### config.mk
export PLATFORM = sky130hd
export DESIGN_NAME = ring_driver_flat
export DESIGN_NICKNAME = d
export VERILOG_FILES = /design/src/rtl/ring_if.sv /design/src/rtl/ring_driver.sv /design/src/flat_wrapper.sv
export SDC_FILE = /design/constraint.sdc
export NUM_CORES = 1
export LEC_CHECK = 0
export CAP_MARGIN = 15
export CORE_MARGIN = 2
export CORE_UTILIZATION = 35
export CTS_BUF_LIST = sky130_fd_sc_hd__clkbuf_8
export DETAILED_ROUTE_END_ITERATION = 10
export GPL_TIMING_DRIVEN = 0
export PLACE_DENSITY = 0.73
export SYNTH_ARGS = -nofsm -noshare
export SYNTH_HDL_FRONTEND = slang
export SYNTH_SLANG_ARGS = --single-unit
### constraint.sdc
create_clock -name CP -period 2.9 [get_ports CP]
set_clock_uncertainty 0.05 [all_clocks]
set_input_delay 0.58 -clock CP [delete_from_list [all_inputs] [get_ports CP]]
set_output_delay 0.58 -clock CP [all_outputs]
set_load 0.05 [all_outputs]
### src/rtl/ring_if.sv
// Buzzer driver bus: alarm request and BCD time in, bell drive and ownership flags out.
interface ring_if;
    logic       ALARM;
    logic [7:0] TIME_M;
    logic [7:0] TIME_S;
    logic       BELL;
    logic       ALARM_ACT;
    logic       CHIME_ACT;

    modport master (output ALARM, TIME_M, TIME_S, input BELL, ALARM_ACT, CHIME_ACT);
    modport slave  (input ALARM, TIME_M, TIME_S, output BELL, ALARM_ACT, CHIME_ACT);
endinterface

### src/rtl/ring_driver.sv
// Alarm beeper / hourly chime buzzer driver clocked by CP (nominally 1024 Hz).
// Define CHIME_EN to build the hourly chime (59:51..59:59); otherwise only the alarm ring exists.
module ring_driver #(
    parameter int DIV_HALF_S = 512
) (
    input  logic CP,
    input  logic CR,
    ring_if.slave bus
);
    localparam int BW = $clog2(DIV_HALF_S) + 1;
    localparam logic [BW-1:0] HALF = BW'(DIV_HALF_S);
    localparam logic [BW-1:0] LAST = BW'(2 * DIV_HALF_S - 1);

`ifdef CHIME_EN
    typedef enum logic [1:0] {IDLE, CHIME_LO, CHIME_HI, RING} state_t;
`else
    typedef enum logic {IDLE, RING} state_t;
`endif

    state_t        state_q, state_d;
    logic [1:0]    div_q, div_d;
    logic [BW-1:0] bcnt_q, bcnt_d, bcnt_cur;
    logic          bell_q, bell_d;
    logic          aact_q, aact_d;
    logic          cact_q, cact_d;

`ifdef CHIME_EN
    logic hr_m, chime_lo, chime_hi;
    // Exact BCD compares, so non-BCD time values can never match.
    assign hr_m     = (bus.TIME_M == 8'h59);
    assign chime_hi = hr_m && (bus.TIME_S == 8'h59);
    assign chime_lo = hr_m && (bus.TIME_S inside {8'h51, 8'h53, 8'h55, 8'h57});
`else
    logic unused_time;
    assign unused_time = ^{bus.TIME_M, bus.TIME_S};
`endif

    always_comb begin
        div_d   = div_q + 2'd1;
        state_d = bus.ALARM ? RING : IDLE;
`ifdef CHIME_EN
        if (chime_hi)      state_d = CHIME_HI;
        else if (chime_lo) state_d = CHIME_LO;
`endif
        bcnt_d   = bcnt_q;
        bcnt_cur = (state_q == IDLE) ? '0 : bcnt_q;
        bell_d   = 1'b0;
        aact_d   = 1'b0;
        cact_d   = 1'b0;
        // Outputs are computed from the next state so they line up with state_q.
        case (state_d)
            RING: begin
                aact_d = 1'b1;
                bell_d = (bcnt_cur < HALF) && div_d[0];
                bcnt_d = (bcnt_cur == LAST) ? '0 : bcnt_cur + 1'b1;
            end
`ifdef CHIME_EN
            // Beat count is held here so a preempted ring resumes in phase.
            CHIME_LO: begin
                cact_d = 1'b1;
                bell_d = div_d[1];
            end
            CHIME_HI: begin
                cact_d = 1'b1;
                bell_d = div_d[0];
            end
`endif
            IDLE:    bcnt_d = '0;
            default: ;
        endcase
    end

    always_ff @(posedge CP or posedge CR) begin
        if (CR) begin
            state_q <= IDLE;
            div_q   <= '0;
            bcnt_q  <= '0;
            bell_q  <= 1'b0;
            aact_q  <= 1'b0;
            cact_q  <= 1'b0;
        end else begin
            state_q <= state_d;
            div_q   <= div_d;
            bcnt_q  <= bcnt_d;
            bell_q  <= bell_d;
            aact_q  <= aact_d;
            cact_q  <= cact_d;
        end
    end

    assign bus.BELL      = bell_q;
    assign bus.ALARM_ACT = aact_q;
`ifdef CHIME_EN
    assign bus.CHIME_ACT = cact_q;
`else
    assign bus.CHIME_ACT = 1'b0;
    logic unused_cact;
    assign unused_cact = cact_q;
`endif
endmodule

### src/flat_wrapper.sv
// flat-port wrapper written by rule: the top's interface ports become plain ports
module ring_driver_flat 
#(
    parameter int DIV_HALF_S = 512
)
  (CP, CR, bus_ALARM, bus_TIME_M, bus_TIME_S, bus_BELL, bus_ALARM_ACT, bus_CHIME_ACT);
  ring_if bus_i ();
  input  logic CP;
  input  logic CR;
  input wire logic [$bits(bus_i.ALARM)-1:0] bus_ALARM;
  input wire logic [$bits(bus_i.TIME_M)-1:0] bus_TIME_M;
  input wire logic [$bits(bus_i.TIME_S)-1:0] bus_TIME_S;
  output wire logic [$bits(bus_i.BELL)-1:0] bus_BELL;
  output wire logic [$bits(bus_i.ALARM_ACT)-1:0] bus_ALARM_ACT;
  output wire logic [$bits(bus_i.CHIME_ACT)-1:0] bus_CHIME_ACT;
  assign bus_i.ALARM = bus_ALARM;
  assign bus_i.TIME_M = bus_TIME_M;
  assign bus_i.TIME_S = bus_TIME_S;
  assign bus_BELL = bus_i.BELL;
  assign bus_ALARM_ACT = bus_i.ALARM_ACT;
  assign bus_CHIME_ACT = bus_i.CHIME_ACT;
  ring_driver #(.DIV_HALF_S(DIV_HALF_S)) u_core (.CP(CP), .CR(CR), .bus(bus_i));
endmodule
==> run_results.csv, run 1 <==
group,metric,value,unit
floorplanning,die_x,46.6,microns
floorplanning,core_area,1710,sq um
setup_path,crit_chain,"clkdlybuf4s50_1",
setup_path,critPathKind,"reg -> out",
yosys,ys_ff_latch,13,
yosys,synthMuxAreaShare,0,
floorplanning,rows,15,
cts,cts_root_buffer,"clkbuf_8",
power,p_comb_frac,0.077,
cts,clock_latency,0.24,ns
route,wl,1200,microns
floorplanning,die_area,2170,sq um
worst_hold_path,hp-start,"u_core.div_q[0]",
yosys,synth.yosys.seq_area_share,0.512,
route,wl_met3,57,microns
power,clkPwrFrac,0.427,
yosys,yosys.area_share.simple,0.244,
yosys,ys_warn_count,0,
power,p_per_area,505,nW/um^2
layout,num_antenna_cells,0,
yosys,synth_ff_type,"dfrtp_1",
route,drt_iter0_markers,4,
cts,clk_pin_slew_worst_paths,0.06,ns
setup_path,r2r_end,"u_core.bcnt_q[1]",
layout,layout.nets,91,
sta,period_share,0.691,
yosys,yosysMostFrequentCell,"dfrtp_1",
yosys,synth_nets,82,
yosys,synth_fa_ha_area_frac,0.0197,
setup_path,crit_cells,1,
yosys,synth_top_family_by_area,"simple AND/OR/NAND/NOR gates",
setup_path,critPathLaunchType,"flop",
floorplanning,die_h,46.6,microns
setup_path,crit_start,"u_core.bus.ALARM_ACT",
setup_path,slowest_delay,0.80,ns
setup_path,rrSetupSlack,1.00,ns
route,wl_met1,542,microns
layout,fin_util,0.440,
setup_path,cpLargestDelayFamily,"buffers and inverters",
cts,cts_tree,"yes",
route,dr.max_layer_used,"met4",
sta,slew_headroom,0.664,
run_status,status,"completed",
setup_path,end_kind,"primary output",
global_routing,grt_pass1_vias,472,
setup_path,cp.arrival,1.38,ns
global_routing,gr-total-overflow,0,
power,power,0.379,mW
sta,tns,0,ns
power,power_leakage,0.305,nW
floorplanning,ioPinCount,22,
route,vias,470,
yosys,avgSynthCellArea,10.3,sq um
route,viasPerCell,4.95,
cts,ctsResizeCount,0,
route,first_pass_iters,4,
layout,fillers,168,
worst_hold_path,min_delay_path_depth,1,
setup_path,r2r_cells,6,
sta,finalSetupViolations,0,
yosys,syn_area,636,sq um
cts,cts_setup_buffers,0,
sta,slew_viol_final,0,
yosys,synth_top_cell_by_area,"dfrtp_1",
power,p_sw,0.0910,mW
sta,max_freq,0.499,GHz
yosys,synthTopCellsByArea,"dfrtp_1 51%, or3_1 3.9%, inv_1 3.0%",
route,route.met2.wl,570,microns
cts,cts_htree_levels,1,
placement,hpwlAfterDp,856,microns
route,drc_errors,0,
setup_path,cp_max_fo,2,
cts,clockBufferDepth,2,
cts,numCtsBuffers,3,
sta,hold_viol_final,0,
yosys,synth_top_area_frac,0.512,
worst_hold_path,whs_endpoint,"u_core.div_q[0]",
global_routing,track_usage,0.145,
placement,port_buffers,4,
yosys,synth_async_sr_flop_share,1.00,
sta,tightest_slew,0.500,ns
global_routing,grt_pass1_wl,2100,microns
global_routing,antenna_found_initial,0,
flow_run,drv_cap,0,
sta,fin_crit,2.01,ns
layout,drive_gt1_frac,0.157,
yosys,synth.distinct_cells,31,
cts,clock_sinks,13,
setup_path,worstReg2RegStart,"u_core.bus.ALARM_ACT",
yosys,synthTopCellsByCount,"13 x dfrtp_1, 5 x inv_1, 4 x nand2_1, 4 x or3_1, 3 x o21ai_0",
global_routing,grt_start_max_net_pins,14,
power,swShare,0.240,
route,postRouteAntennaNets,0,
yosys,synth_edf_count,0,
floorplanning,start_util,0.372,
layout,area_growth_syn_to_layout,18.3,%
sta,rsz0062_at_grt,"false",
worst_hold_path,hp-class,"reg -> reg",
power,seqPwrFrac,0.495,
cts,cts_hold_buf,0,
yosys,synth_compound_area_frac,0.128,
power,vdd_drop_max,198,uV
setup_path,critPathBufInv,1,
yosys,synth-xor-area-share,0.0413,
setup_path,slowest_stage,"clkdlybuf4s50_1",
route,detail_route.wl_per_cell,12.6,microns
power,internal_power,0.288,mW
yosys,postSynthCellCount,62,
setup_path,required,2.27,ns
placement,gp_congestion,0.749,
-- registers in the layout, indices dropped and copies added, names as in the netlist --
signal                count
u_core.bcnt_q            10
u_core.bus.ALARM_ACT      1
u_core.bus.BELL           1
u_core.div_q              1
-- power by group through the flow --
| stage | combinational [mW] | clock, mW | sequential, mW |
|---|---|---|---|
| 6_report | 0.0294 | 0.162 | 0.188 |
| 5_1_grt | 0.0325 | 0.175 | 0.189 |
| 4_1_cts | 0.0299 | 0.165 | 0.188 |
| 3_5_place_dp | 0.0298 | 0 | 0.191 |
| 3_3_place_gp | 0.0291 | 0 | 0.191 |
| 2_1_floorplan | 0.0148 | 0 | 0.196 |
-- kinds of logic after synthesis --
kind of cell	count (synthesis)
flip-flops	13
AND/OR/NAND/NOR	25
buffers and inverters	7
other	1
AO/OA/AOI/OAI	12
XOR/XNOR	3
adder cells (fa/ha/maj)	1
-- final cells by class --
| cell class | instances | area (sq um) | share of cell area |
|---|---|---|---|
| Clock inverter | 1 | 3.75 | 0.00499 |
| Timing Repair Buffer | 4 | 40.0 | 0.0532 |
| Multi-Input combinational cell | 42 | 279 | 0.371 |
| Sequential cell | 13 | 325 | 0.433 |
| Buffer | 2 | 12.5 | 0.0166 |
| Clock buffer | 3 | 41.3 | 0.0549 |
| Inverter | 5 | 18.8 | 0.0250 |
| Tap cell | 25 | 31.3 | 0.0416 |
-- per-stage QoR --
step	worst slack [ns]	cells	instance area, sq um	hold slack (ns)
finish	0.895	95	752	0.368
global route	0.765	95	752	0.387
CTS	0.880	95	752	0.369
detailed placement	0.858	91	707	0.359
global placement	0.885	91	707	0.356
floorplan	0.896	62	636	0.346
-- worst max-delay path by stage --
| stage | endpoint | slack (ns) |
|---|---|---|
| floorplan | u_core.bcnt_q[3] | 0.90 |
| global placement | u_core.bcnt_q[5] | 0.89 |
| detailed placement | u_core.bcnt_q[5] | 0.86 |
| CTS | bus_ALARM_ACT | 0.88 |
| global route | u_core.bcnt_q[0] | 0.77 |
| finish | bus_ALARM_ACT | 0.89 |
-- cells in the final DEF, fill, tap and decap left out, drive strengths merged, types with 2 or more instances in the layout --
cell and instances:
a211oi 3, clkbuf 3, inv 6, nor3 2, nor2 2, clkdlybuf4s50 4, xor2 2, buf 2
a21oi 2, o21ai 4, or3 4, nand4 3, and2 2, nand3 2, dfrtp 13, nand2 5
nor4 2
-- per-layer routing --
layer,GRT usage,up-vias
met5,0,-
met4,0.0667,0
met3,0.0588,4
met2,0.225,11
met1,0.174,220
li1,-,235
(Power assumes the default switching activity.)
==> run 2, diff against run 1 <==
==> constraint.sdc (replaced) <==
create_clock -name CP -period 2.1 [get_ports CP]
set_clock_uncertainty 0.05 [all_clocks]
set_input_delay 0.42 -clock CP [delete_from_list [all_inputs] [get_ports CP]]
set_output_delay 0.42 -clock CP [all_outputs]
set_load 0.05 [all_outputs]
==> run 2 against run 1 <==
  * Non-clock buffer count is the same
  * Via count shrank 0.85%
  * Power grew 38%
  * Sequential power is 38% higher
  * Count of clock-buffer cells in the layout did not move
  * Critical path depth increased by 5
  * Worst setup slack got worse by 0.71 ns
  * Largest cell class unchanged
==> run_results.csv, run 2 (same netlist as run 1, synthesis figures left out) <==
group,metric,value,unit
route,postRouteAntennaNets,0,
cts,clock_latency,0.24,ns
run_status,status,"completed",
sta,rsz0062_at_grt,"false",
floorplanning,die_area,2170,sq um
global_routing,grt_pass1_wl,2100,microns
global_routing,antenna_found_initial,0,
power,power,0.523,mW
setup_path,r2r_cells,6,
power,power_leakage,0.305,nW
cts,clock_sinks,13,
layout,num_antenna_cells,0,
sta,tightest_slew,0.500,ns
global_routing,track_usage,0.145,
placement,post_dp_cell_area,707,sq um
route,detail_route.wl_per_cell,12.5,microns
floorplanning,die_h,46.6,microns
worst_hold_path,hp-class,"reg -> reg",
setup_path,critPathKind,"reg -> reg",
floorplanning,rows,15,
route,wl,1190,microns
layout,fin_area,758,sq um
setup_path,critPathLaunchType,"flop",
setup_path,crit_chain,"buf_2, and2_1, ha_1, nand3_2, nor4_2, nor2_1",
setup_path,slowest_delay,0.53,ns
placement,gp_congestion,0.749,
sta,hold_slack,0.368,ns
floorplanning,ioPinCount,22,
cts,cts_htree_levels,1,
setup_path,end_kind,"flop",
setup_path,cp_max_fo,9,
sta,finalSetupViolations,0,
sta,fin_crit,1.91,ns
cts,clk_pin_slew_worst_paths,0.06,ns
setup_path,crit_cells,6,
floorplanning,start_util,0.372,
setup_path,critPathBufInv,1,
floorplanning,die_x,46.6,microns
setup_path,slowest_stage,"nor4_2",
sta,slew_headroom,0.664,
sta,period_share,0.910,
global_routing,gr-total-overflow,0,
layout,drive_gt1_frac,0.171,
placement,port_buffers,4,
floorplanning,core_area,1710,sq um
sta,slew_viol_final,0,
route,viasPerCell,4.91,
route,drc_errors,0,
route,drt_iter0_markers,3,
setup_path,required,2.16,ns
layout,layout_commonest_cell,"dfrtp_1",
power,vdd_drop_max,272,uV
global_routing,grt_start_max_net_pins,14,
sta,hold_viol_final,0,
cts,clockBufferDepth,2,
worst_hold_path,min_delay_path_depth,1,
cts,cts_tree,"yes",
setup_path,cp.arrival,1.97,ns
placement,hpwlAfterDp,856,microns
layout,top_register,"u_core.bcnt_q",
layout,layout.nets,91,
sta,max_freq,0.523,GHz
global_routing,grt_pass1_vias,472,
power,p_per_area,690,nW/um^2
setup_path,cpLargestDelayFamily,"simple AND/OR/NAND/NOR gates",
route,vias,466,
cts,cts_root_buffer,"clkbuf_8",
flow_run,drv_cap,0,
layout,area_growth_syn_to_layout,19.3,%
sta,tns,0,ns
layout,largest_reg_flops,10,
layout,final_cell_mix,"13 x dfrtp_1, 6 x inv_1, 4 x or3_1, 4 x nand2_1, 4 x clkdlybuf4s50_1",
cts,numCtsBuffers,3,
route,first_pass_iters,4,
-- run 2: final timing paths --
| check | slack (ns) | to | startpoint |
|---|---|---|---|
| max in group asynchronous | 1.22 | u_core.bcnt_q[6] | CR |
| min reg2reg | 0.37 | u_core.div_q[0] | u_core.div_q[0] |
| min | 0.37 | u_core.div_q[0] | u_core.div_q[0] |
| max | 0.19 | u_core.bcnt_q[1] | u_core.bus.ALARM_ACT |
| min in group asynchronous | 0.45 | u_core.bcnt_q[9] | CR |
| max reg2reg | 0.19 | u_core.bcnt_q[1] | u_core.bus.ALARM_ACT |
-- run 2: area by class of cell --
class	count	area, sq um
well taps	25	31.3
clock buffers	3	41.3
repair buffers	4	40.0
flip-flops and latches	13	325
plain buffers	2	12.5
inverters	5	18.8
fillers	169	950
multi-input cells	42	285
clock inverters	1	3.75
-- run 2: repair_timing --
item | 4_1_cts | 5_1_grt
hold buffers | 0 | 0
endpoints found under the setup margin | 0 | 1
resized for setup | 0 | 1
setup buffers | 0 | 0
-- run 2: through the flow --
stage                     worst slack [ns]   util  instances
after global placement               0.236  0.414         91
after global routing                0.0168  0.444         95
after detailed placement             0.206  0.414         91
after floorplan                     0.0963      -         62
final                                0.189  0.444         95
after CTS                            0.181  0.440         95
-- run 2: report_power, final --
part           total [mW]  internal, mW  switching, mW
registers           0.260         0.256        0.00385
logic              0.0406        0.0132         0.0274
clock network       0.223         0.129         0.0939
total               0.523         0.398          0.125
-- run 2: per-layer routing --
layer	vias to the layer above	wire length, microns	global-route usage
met3	4	33	0.0588
met2	7	573	0.225
li1	235	-	-
met1	220	555	0.174
met5	-	0	0
met4	0	30	0.0667
